## config.mk

```make
export PLATFORM = sky130hd
export DESIGN_NAME = sprite_compositor
export DESIGN_NICKNAME = d
export VERILOG_FILES = /design/src/rtl/display_pkg.sv /design/src/rtl/sprite_slot.sv /design/src/rtl/sprite_compositor.sv
export SDC_FILE = /design/constraint.sdc
export NUM_CORES = 1
export LEC_CHECK = 0
export BUFFER_PORTS_ARGS = -buffer_cell sky130_fd_sc_hd__buf_4
export CORE_MARGIN = 2
export CORE_UTILIZATION = 25
export DETAILED_ROUTE_END_ITERATION = 16
export PLACE_DENSITY_LB_ADDON = 0.2
export REMOVE_ABC_BUFFERS = 1
export SLEW_MARGIN = 5
export SYNTH_ARGS = -nofsm -noshare
export SYNTH_HDL_FRONTEND = slang
export SYNTH_SLANG_ARGS = --single-unit
export TNS_END_PERCENT = 1
```

## constraint.sdc

```tcl
create_clock -name vclock -period 8.6 [get_ports vclock]
set_input_delay 1.29 -clock vclock [delete_from_list [all_inputs] [get_ports vclock]]
set_output_delay 1.29 -clock vclock [all_outputs]
set_load 0.005 [all_outputs]
```

## src/rtl/display_pkg.sv

```systemverilog
// Shared constants, object-word field layout and sprite ROM contents for the
// XVGA compositor path.
package display_pkg;

  localparam int OBJ_WORD_W = 26;
  localparam int FRAME_HI   = 25;
  localparam int FRAME_LO   = 23;
  localparam int TYPE_HI    = 22;
  localparam int TYPE_LO    = 21;
  localparam int X_HI       = 20;
  localparam int X_LO       = 10;
  localparam int Y_HI       = 9;
  localparam int Y_LO       = 0;

  localparam logic [11:0] TRANSPARENT   = 12'h000;
  localparam logic [11:0] DEF_LOWER_RGB = 12'h00F;
  localparam logic [11:0] DEF_UPPER_RGB = 12'hFFF;
  localparam logic [9:0]  RESET_VPOS    = 10'd384;

  typedef enum logic [1:0] {
    CHAR_STILL = 2'd0,
    CHAR_RISE  = 2'd1,
    CHAR_FALL  = 2'd2
  } char_frame_e;

  // Character art: solid body tinted by animation frame, top-left pixel cut out.
  function automatic logic [11:0] sprite_rom(input logic [1:0]  frame,
                                             input logic [11:0] rx,
                                             input logic [11:0] ry);
    logic [11:0] c;
    case (char_frame_e'(frame))
      CHAR_RISE: c = 12'hF80;
      CHAR_FALL: c = 12'hF08;
      default:   c = 12'hF00;
    endcase
    return ((rx == 12'd0) && (ry == 12'd0)) ? TRANSPARENT : c;
  endfunction

  // Collectable art: colour by type, low bits perturbed by frame; the left
  // column and row 8 are see-through gaps.
  function automatic logic [11:0] collectable_rom(input logic [2:0]  frame,
                                                  input logic [1:0]  typ,
                                                  input logic [11:0] rx,
                                                  input logic [11:0] ry);
    logic [11:0] c;
    case (typ)
      2'd0:    c = 12'h0F0;
      2'd1:    c = 12'hFF0;
      2'd2:    c = 12'h0FF;
      default: c = 12'hF0F;
    endcase
    return ((rx == 12'd0) || (ry == 12'd8)) ? TRANSPARENT : (c ^ {9'd0, frame});
  endfunction

endpackage

```

## src/rtl/sprite_slot.sv

```systemverilog
// One sprite: 12-bit clipped bounds test, sprite-relative coordinates and ROM
// lookup. key_i = {is_char, frame[2:0], type[1:0]}.
module sprite_slot
  import display_pkg::*;
#(
  parameter int W = 15,
  parameter int H = 16
)(
  input  logic [10:0] hcount_i,
  input  logic [9:0]  vcount_i,
  input  logic [10:0] x_i,
  input  logic [9:0]  y_i,
  input  logic [5:0]  key_i,
  input  logic        en_i,
  output logic        opaque_o,
  output logic [11:0] rgb_o
);

  logic [11:0] col, row, left, top, rel_x, rel_y, pix;
  logic        in_box;

  assign col  = {1'b0, hcount_i};
  assign row  = {2'b00, vcount_i};
  assign left = {1'b0, x_i};
  assign top  = {2'b00, y_i};

  // Widened sums let boxes hanging off column 2047 / row 1023 clip instead of wrapping.
  assign in_box = (col >= left) && (col < left + 12'(W)) &&
                  (row >= top)  && (row < top + 12'(H));

  assign rel_x = col - left;
  assign rel_y = row - top;

  assign pix = key_i[5] ? sprite_rom(key_i[3:2], rel_x, rel_y)
                        : collectable_rom(key_i[4:2], key_i[1:0], rel_x, rel_y);

  assign opaque_o = en_i & in_box & (pix != TRANSPARENT);
  assign rgb_o    = pix;

endmodule

```

## src/rtl/sprite_compositor.sv

```systemverilog
// Frame-latched character + N_OBJ objects composited over a two-colour wave
// background in two pipeline stages, with per-frame collision reporting.
module sprite_compositor
  import display_pkg::*;
#(
  parameter int          N_OBJ     = 5,
  parameter int          CHAR_X    = 0,
  parameter int          CHAR_W    = 20,
  parameter int          CHAR_H    = 20,
  parameter int          OBJ_W     = 15,
  parameter int          OBJ_H     = 16,
  parameter logic [11:0] LOWER_RGB = DEF_LOWER_RGB,
  parameter logic [11:0] UPPER_RGB = DEF_UPPER_RGB
)(
  input  logic                        vclock,
  input  logic                        reset,
  input  logic [10:0]                 hcount,
  input  logic [9:0]                  vcount,
  input  logic                        vsync,
  input  logic                        blank,
  input  logic [9:0]                  wave_prof,
  input  logic [9:0]                  p_vpos,
  input  logic [1:0]                  char_frame,
  input  logic [OBJ_WORD_W*N_OBJ-1:0] p_obj,
  output logic [11:0]                 p_rgb,
  output logic [N_OBJ-1:0]            hit,
  output logic                        hit_valid
);

  logic                                 vsync_q;
  logic                                 frame_edge;
  logic [9:0]                           vpos_q, vpos_d;
  logic [1:0]                           cframe_q, cframe_d;
  logic [N_OBJ-1:0][OBJ_WORD_W-1:0]     obj_q, obj_d;

  assign frame_edge = vsync_q & ~vsync;

  always_comb begin
    vpos_d   = vpos_q;
    cframe_d = cframe_q;
    obj_d    = obj_q;
    if (frame_edge) begin
      vpos_d   = p_vpos;
      cframe_d = char_frame;
      obj_d    = p_obj;
    end
  end

  logic                   char_op;
  logic [11:0]            char_rgb;
  logic [N_OBJ-1:0]       obj_op;
  logic [N_OBJ-1:0][11:0] obj_rgb;

  sprite_slot #(.W(CHAR_W), .H(CHAR_H)) u_char (
    .hcount_i (hcount),
    .vcount_i (vcount),
    .x_i      (11'(CHAR_X)),
    .y_i      (vpos_q),
    .key_i    ({1'b1, 1'b0, cframe_q, 2'b00}),
    .en_i     (1'b1),
    .opaque_o (char_op),
    .rgb_o    (char_rgb)
  );

  for (genvar i = 0; i < N_OBJ; i++) begin : g_obj
    sprite_slot #(.W(OBJ_W), .H(OBJ_H)) u_obj (
      .hcount_i (hcount),
      .vcount_i (vcount),
      .x_i      (obj_q[i][X_HI:X_LO]),
      .y_i      (obj_q[i][Y_HI:Y_LO]),
      .key_i    ({1'b0, obj_q[i][FRAME_HI:FRAME_LO], obj_q[i][TYPE_HI:TYPE_LO]}),
      .en_i     (|obj_q[i]),
      .opaque_o (obj_op[i]),
      .rgb_o    (obj_rgb[i])
    );
  end

  logic                   s1_char_op_q, s1_below_q, s1_blank_q;
  logic [11:0]            s1_char_rgb_q;
  logic [N_OBJ-1:0]       s1_obj_op_q;
  logic [N_OBJ-1:0][11:0] s1_obj_rgb_q;
  logic [11:0]            rgb_q, rgb_d;
  logic [N_OBJ-1:0]       acc_q, acc_d, hit_q, hit_d, coll;
  logic                   hit_valid_q;

  // Lowest slot index wins among objects; the character beats every object.
  always_comb begin
    rgb_d = s1_below_q ? LOWER_RGB : UPPER_RGB;
    for (int i = N_OBJ - 1; i >= 0; i--) begin
      if (s1_obj_op_q[i]) rgb_d = s1_obj_rgb_q[i];
    end
    if (s1_char_op_q) rgb_d = s1_char_rgb_q;
    if (s1_blank_q)   rgb_d = '0;
  end

  assign coll = {N_OBJ{s1_char_op_q & ~s1_blank_q}} & s1_obj_op_q;

  always_comb begin
    acc_d = acc_q | coll;
    hit_d = hit_q;
    if (frame_edge) begin
      acc_d = '0;
      hit_d = acc_q;
    end
  end

  always_ff @(posedge vclock or posedge reset) begin
    if (reset) begin
      vsync_q       <= 1'b1;
      vpos_q        <= RESET_VPOS;
      cframe_q      <= 2'd0;
      obj_q         <= '0;
      s1_char_op_q  <= 1'b0;
      s1_char_rgb_q <= '0;
      s1_obj_op_q   <= '0;
      s1_obj_rgb_q  <= '0;
      s1_below_q    <= 1'b0;
      s1_blank_q    <= 1'b1;
      rgb_q         <= '0;
      acc_q         <= '0;
      hit_q         <= '0;
      hit_valid_q   <= 1'b0;
    end else begin
      vsync_q       <= vsync;
      vpos_q        <= vpos_d;
      cframe_q      <= cframe_d;
      obj_q         <= obj_d;
      s1_char_op_q  <= char_op;
      s1_char_rgb_q <= char_rgb;
      s1_obj_op_q   <= obj_op;
      s1_obj_rgb_q  <= obj_rgb;
      s1_below_q    <= (vcount > wave_prof);
      s1_blank_q    <= blank;
      rgb_q         <= rgb_d;
      acc_q         <= acc_d;
      hit_q         <= hit_d;
      hit_valid_q   <= frame_edge;
    end
  end

  assign p_rgb     = rgb_q;
  assign hit       = hit_q;
  assign hit_valid = hit_valid_q;

endmodule

```

==> flow_summary.yaml, run 1 <==
critical_path:
  critPathRequiredTime_ns: 9.00
  worst_ep_arrival_time_ns: 4.16
  crit_path_end_kind: "flop"
  cp_max_fo: 10
  path_class: "in2reg"
  crit_path_start_kind: "input port"
  critical_path.max_stage_delay_ns: 0.73
  crit_top_cell: "a21oi_1"
  path_cells: "buf_4, inv_1, ha_1, nor2b_1, o211ai_1, a21oi_1, or2_2, a211oi_1, a21oi_1, o41ai_2, nor4_1"
  slowest_stage: "o41ai_2"
place:
  dp_hpwl_um: 42500
  placed_area_um2: 18400
  globalplace.congestion: 0.858
  pre_cts_ws_ns: 4.27
  portBuffers: 194
  dp_cells: 2848
power_and_ir_drop:
  pwr-share-clk: 0.338
  seqPwrFrac: 0.324
  switching_share: 0.353
  switching_power_uw: 1320
  p_int_uw: 2420
  p_leak_uw: 0.00860
  ir_drop_mv: 0.149
  combPwrFrac: 0.338
  power_density_nw_per_um2: 193
floorplan:
  core_um2: 63200
  rows: 92
  num_io_pins: 195
  die_h_um: 257
  die-area_um2: 66000
  initial_utilization: 0.253
  die_x_um: 257
final_layout:
  nFillCells: 6684
  final_cells: 2901
  nNetsFinal: 2448
  drive_gt1_frac: 0.149
  multi_input_area_um2: 10100
  regArea_um2: 5060
  syn2layout_area_growth_pct: 21.1
  design_area_um2: 19400
  final_core_util: 0.306
logic_synthesis:
  async_reset_ff_frac: 1.00
  synth.avg_cell_area_um2: 8.63
  netlist_top_cells_area: "dfrtp_1, ha_1, o21ai_0"
  ys_seq_elements: 202
  synth_top_area_share: 0.310
  synth_cell_types: 75
  seq_area_frac_synth: 0.316
  yosys_warnings: 0
  synth.most_common_cell: "ha_1"
  synth_top_cell_by_area: "dfrtp_1"
  netlist_instances: 1852
  synth_area_um2: 16000
  synth-main-ff-cell: "dfrtp_1"
  synth_common_cells: "ha_1, nand2_1, dfrtp_1"
  synth_edf_count: 0
timing:
  skew_ns: 0.0136
  setup_viol: 0
  max_freq_mhz: 266
  rsz0062_at_grt: "false"
  worst_pin_slew_ns: 1.17
  drv_slew: 0
  finalHoldViolations: 0
  slew_headroom: 0.213
  period_needed_ns: 3.76
  fin_crit_sh: 0.437
  final.setup.worst_slack_ns: 4.84
  finalSetupTns_ns: 0
routing:
  wl_per_cell_um: 19.3
  totalWireLength_um: 55900
  drtAntennaViolNets: 0
  vias: 14100
  drt_first_pass_iters: 5
  vias_per_cell: 4.85
  drc_errors: 0
  drt_iter0_drc: 766
grt:
  grt_pass1_vias: 14300
  track_usage: 0.168
  antenna_found_initial: 0
  globalRoute.totalOverflow: 0
  grt_pass1_wl_um: 86400
  grt_max_degree: 184
clocking:
  ctsHoldBuffers: 0
  cts.sinks: 202
  clk_pin_slew_worst_paths_ns: 0.06
  h-tree-depth: 1
  clockBufferDepth: 3
  cts_setup_buffers: 0
  root_buffer: "clkbuf_16"
  cts_resized: 0
  cts_made_buffers: 28
  cts_tree: "built"
  clk-insertion-delay-late_ns: 0.57
flow_run:
  cap_violations: 0
hold_path:
  hp-class: "reg2reg"
run_status:
  status: "completed"
-- cells in the final DEF, fill, tap and decap left out, types with 8 or more instances in the layout --
cell	netlist	routed
nand2b_1	22	22
mux2i_1	17	17
a21o_1	11	11
o41ai_1	8	8
xnor2_1	92	92
nor3_1	46	46
dfrtp_1	198	198
a211oi_1	16	16
or2_2	10	10
nor2b_1	25	24
o22ai_1	9	9
inv_1	163	162
clkbuf_8	0	8
nand3_1	49	49
xor2_1	12	12
o21a_1	25	25
ha_1	239	239
o211ai_1	20	20
a21oi_1	100	100
mux2_2	31	31
nand4_1	34	34
buf_4	6	197
o21ai_0	194	194
a31oi_1	19	19
nand2_1	203	203
nor4_1	35	35
nor2_1	108	108
clkbuf_16	0	28
-- final cells by class --
cell class              instances  share of cell area
diodes                          1            0.000129
clock buffers                  39              0.0425
clock inverters                13             0.00976
inverters                     163              0.0320
multi-input cells            1439               0.522
flip-flops and latches        202               0.261
well taps                     846              0.0547
repair buffers                198              0.0774
-- per-layer routing --
layer	routed length, um	vias up	GRT usage
met5	0	-	0
met4	1480	0	0.0475
met3	2010	65	0.0186
met2	25800	288	0.277
met1	26600	6719	0.231
li1	-	7002	-
-- registers in the layout, indices dropped and copies added, names as in the netlist --
signal         cells
vsync_q            1
s1_char_rgb_q      3
s1_blank_q         1
s1_below_q         1
s1_obj_op_q        5
cframe_q           2
hit                5
hit_valid          1
obj_q            130
p_rgb              7
s1_char_op_q       1
vpos_q            10
s1_obj_rgb_q      30
acc_q              5
-- power by group through the flow --
stage,combinational [uW],sequential [uW],clock (uW)
after detailed placement,1260,1230,0
after CTS,1270,1210,1310
after global placement,1240,1230,0
final,1260,1210,1260
after floorplan,889,1180,0
after global routing,1440,1230,1340
-- metrics by stage --
step | hold WS (ns) | total power (uW)
final | 0.491 | 3740
after global routing | 0.522 | 4000
after CTS | 0.493 | 3790
after detailed placement | 0.470 | 2490
after global placement | 0.476 | 2470
after floorplan | 0.419 | 2070
-- worst max-delay path: cells and delay by family --
kind,cells,cell delay [ns]
buffers and inverters,2,0.63
AO/OA/AOI/OAI,5,1.43
AND/OR/NAND/NOR,3,0.56
adder cells (fa/ha/maj),1,0.26
-- cells by family after synthesis --
kind of cell             after synthesis  share of synthesized area
flip-flops                           202                      0.316
AO/OA/AOI/OAI                        467                      0.180
XOR/XNOR                             104                     0.0570
AND/OR/NAND/NOR                      581                      0.176
adder cells (fa/ha/maj)              239                      0.187
multiplexers                          48                     0.0325
buffers and inverters                211                     0.0514
-- final timing paths --
check                                             end  slack [ns]             startpoint  cells after the start
max in group asynchronous      obj_q[102]$_DFFE_PP0P_        6.42                  reset                      3
min in group asynchronous         hit_valid$_DFF_PP0_        0.84                  reset                      2
setup reg to reg             s1_obj_op_q[0]$_DFF_PP0_        5.48  obj_q[10]$_DFFE_PP0P_                     10
setup / recovery             s1_obj_op_q[0]$_DFF_PP0_        4.84              hcount[0]                     11
hold reg to reg            s1_obj_rgb_q[43]$_DFF_PP0_        0.49  obj_q[99]$_DFFE_PP0P_                      1
hold / removal             s1_obj_rgb_q[43]$_DFF_PP0_        0.49  obj_q[99]$_DFFE_PP0P_                      1
(Power assumes the default switching activity.)
==> run 2, diff against run 1 <==
==> constraint.sdc (replaced) <==
create_clock -name vclock -period 3.42 [get_ports vclock]
set_input_delay 0.513 -clock vclock [delete_from_list [all_inputs] [get_ports vclock]]
set_output_delay 0.513 -clock vclock [all_outputs]
set_load 0.005 [all_outputs]
==> run 2 against run 1 <==
Net effect: the flow now finishes with violations (negative hold slack); clock-buffer cell count increased by 3; setup slack got worse by 4.5 ns; clock skew increased by 0.013 ns; die area unchanged; register-to-register slack got worse by 5.1 ns; critical path type is now reg2reg; wire length increased by 0.65%; via count increased by 1.8%.
==> flow_summary.yaml, run 2 (same netlist as run 1, synthesis figures left out) <==
floorplan:
  initial_utilization: 0.253
  die-area_um2: 66000
  die_x_um: 257
  rows: 92
  die_h_um: 257
  num_io_pins: 195
  core_um2: 63200
place:
  globalplace.congestion: 0.867
  dp_hpwl_um: 44900
  portBuffers: 194
final_layout:
  nNetsFinal: 2486
  largest_reg_flops: 130
  regMostFlops: "obj_q"
  drive_gt1_frac: 0.162
  top_regs: "obj_q: 130 flops, s1_obj_rgb_q: 30 flops, vpos_q: 10 flops"
  syn2layout_area_growth_pct: 23.1
  layout_common_cells: "ha_1, buf_4, nand2_1"
  final_core_util: 0.311
  final_common_cell: "ha_1"
routing:
  drt_iter0_drc: 733
  totalWireLength_um: 56300
  drc_errors: 0
  drtAntennaViolNets: 0
  vias: 14300
  vias_per_cell: 4.88
  drt_first_pass_iters: 5
  wl_per_cell_um: 19.2
clocking:
  cts_made_buffers: 28
  cts_setup_buffers: 0
  clk-insertion-delay-late_ns: 0.58
  clockBufferDepth: 3
  cts_tree: "built"
  h-tree-depth: 1
  root_buffer: "clkbuf_16"
  ctsHoldBuffers: 0
  cts_resized: 0
  cts.sinks: 202
  clk_pin_slew_worst_paths_ns: 0.06
grt:
  grt_max_degree: 96
  antenna_found_initial: 0
  grt_pass1_wl_um: 86500
  track_usage: 0.169
  globalRoute.totalOverflow: 0
  grt_pass1_vias: 14600
timing:
  worst_pin_slew_ns: 1.09
  rsz0062_at_grt: "false"
  drv_slew: 0
  skew_ns: 0.0269
  timing.hold.ws_ns: -0.0167
  max_freq_mhz: 326
  finalSetupTns_ns: 0
  setup_viol: 0
  slew_headroom: 0.263
  finalHoldViolations: 1
  period_needed_ns: 3.07
  fin_crit_sh: 0.897
critical_path:
  crit_path_end_kind: "flop"
  path_class: "reg2reg"
  worst_r2r_path_depth: 11
  r2r_slack_ns: 0.35
  timing.rr.start: "obj_q[27]$_DFFE_PP0P_"
  crit_start: "obj_q[27]$_DFFE_PP0P_"
  crit_path_start_kind: "flop"
  r2r_end: "s1_obj_op_q[1]$_DFF_PP0_"
  critPathRequiredTime_ns: 3.82
  worst_ep_arrival_time_ns: 3.47
  cp_max_fo: 7
  critical_path.endpoint: "s1_obj_op_q[1]$_DFF_PP0_"
power_and_ir_drop:
  p_leak_uw: 0.00879
  power_density_nw_per_um2: 478
  ir_drop_mv: 0.352
  power_uw: 9400
hold_path:
  hp-class: "in2async"
run_status:
  status: "complete, but fails checks"
  violations: "negative hold slack"
flow_run:
  cap_violations: 0
[run 2: changes by cell type in the layout (fill, tap and decap cells not counted), sizes merged]
cell and delta:
buf +38, clkbuf +3, clkinv -3, clkinvlp -1
inv -1
[run 2: final cells by class]
type                            instances  area, um^2
Fill cell                            6663       43500
Clock inverter                          8         143
Antenna cell                            1        2.50
Inverter                              163         619
Tap cell                              846        1060
Sequential cell                       202        5060
Clock buffer                           42         845
Timing Repair Buffer                  236        1830
Multi-Input combinational cell       1439       10100
[run 2: worst min-delay path by stage]
stage	to	cells past startpoint
after floorplan	s1_char_rgb_q[3]$_DFF_PP0_	1
after global placement	s1_char_rgb_q[7]$_DFF_PP0_	1
after detailed placement	s1_char_rgb_q[7]$_DFF_PP0_	1
after CTS	s1_blank_q$_DFF_PP1_	1
after global routing	s1_blank_q$_DFF_PP1_	1
final	hit_valid$_DFF_PP0_	2
[run 2: per-stage QoR]
stage               cell area (um^2)  worst slack, ns  cells
global placement               18700            0.101   2886
floorplan                      15800            -6.29   1804
finish                         19700            0.351   2937
global route                   19700            0.145   2936
CTS                            19700            0.356   2936
detailed placement             18700           0.0626   2886
[run 2: report_power, final]
group	total, uW	switching, uW	leakage, uW	internal [uW]
logic	3220	1800	0.00584	1420
clock network	3140	1150	0.000483	1990
registers	3050	327	0.00247	2720
[run 2: per-layer routing]
layer	routed length (um)	part of all wire	up-vias	GRT usage
met2	25900	0.46	305	0.280
li1	-	-	7078	-
met3	2200	0.039	91	0.0192
met5	0	0	-	0
met1	26100	0.46	6852	0.227
met4	2030	0.036	0	0.0596
[run 2: critical path, cell delays in order (launching register included)]
cell and delay [ns]:
dfrtp_1 0.35, inv_1 0.07, ha_1 0.31, nor2b_1 0.21, o211ai_1 0.14, buf_4 0.17
a21boi_0 0.20, o21ai_0 0.14, nand2_1 0.10, nand4_1 0.11, o41ai_2 0.95, nor4bb_1 0.16
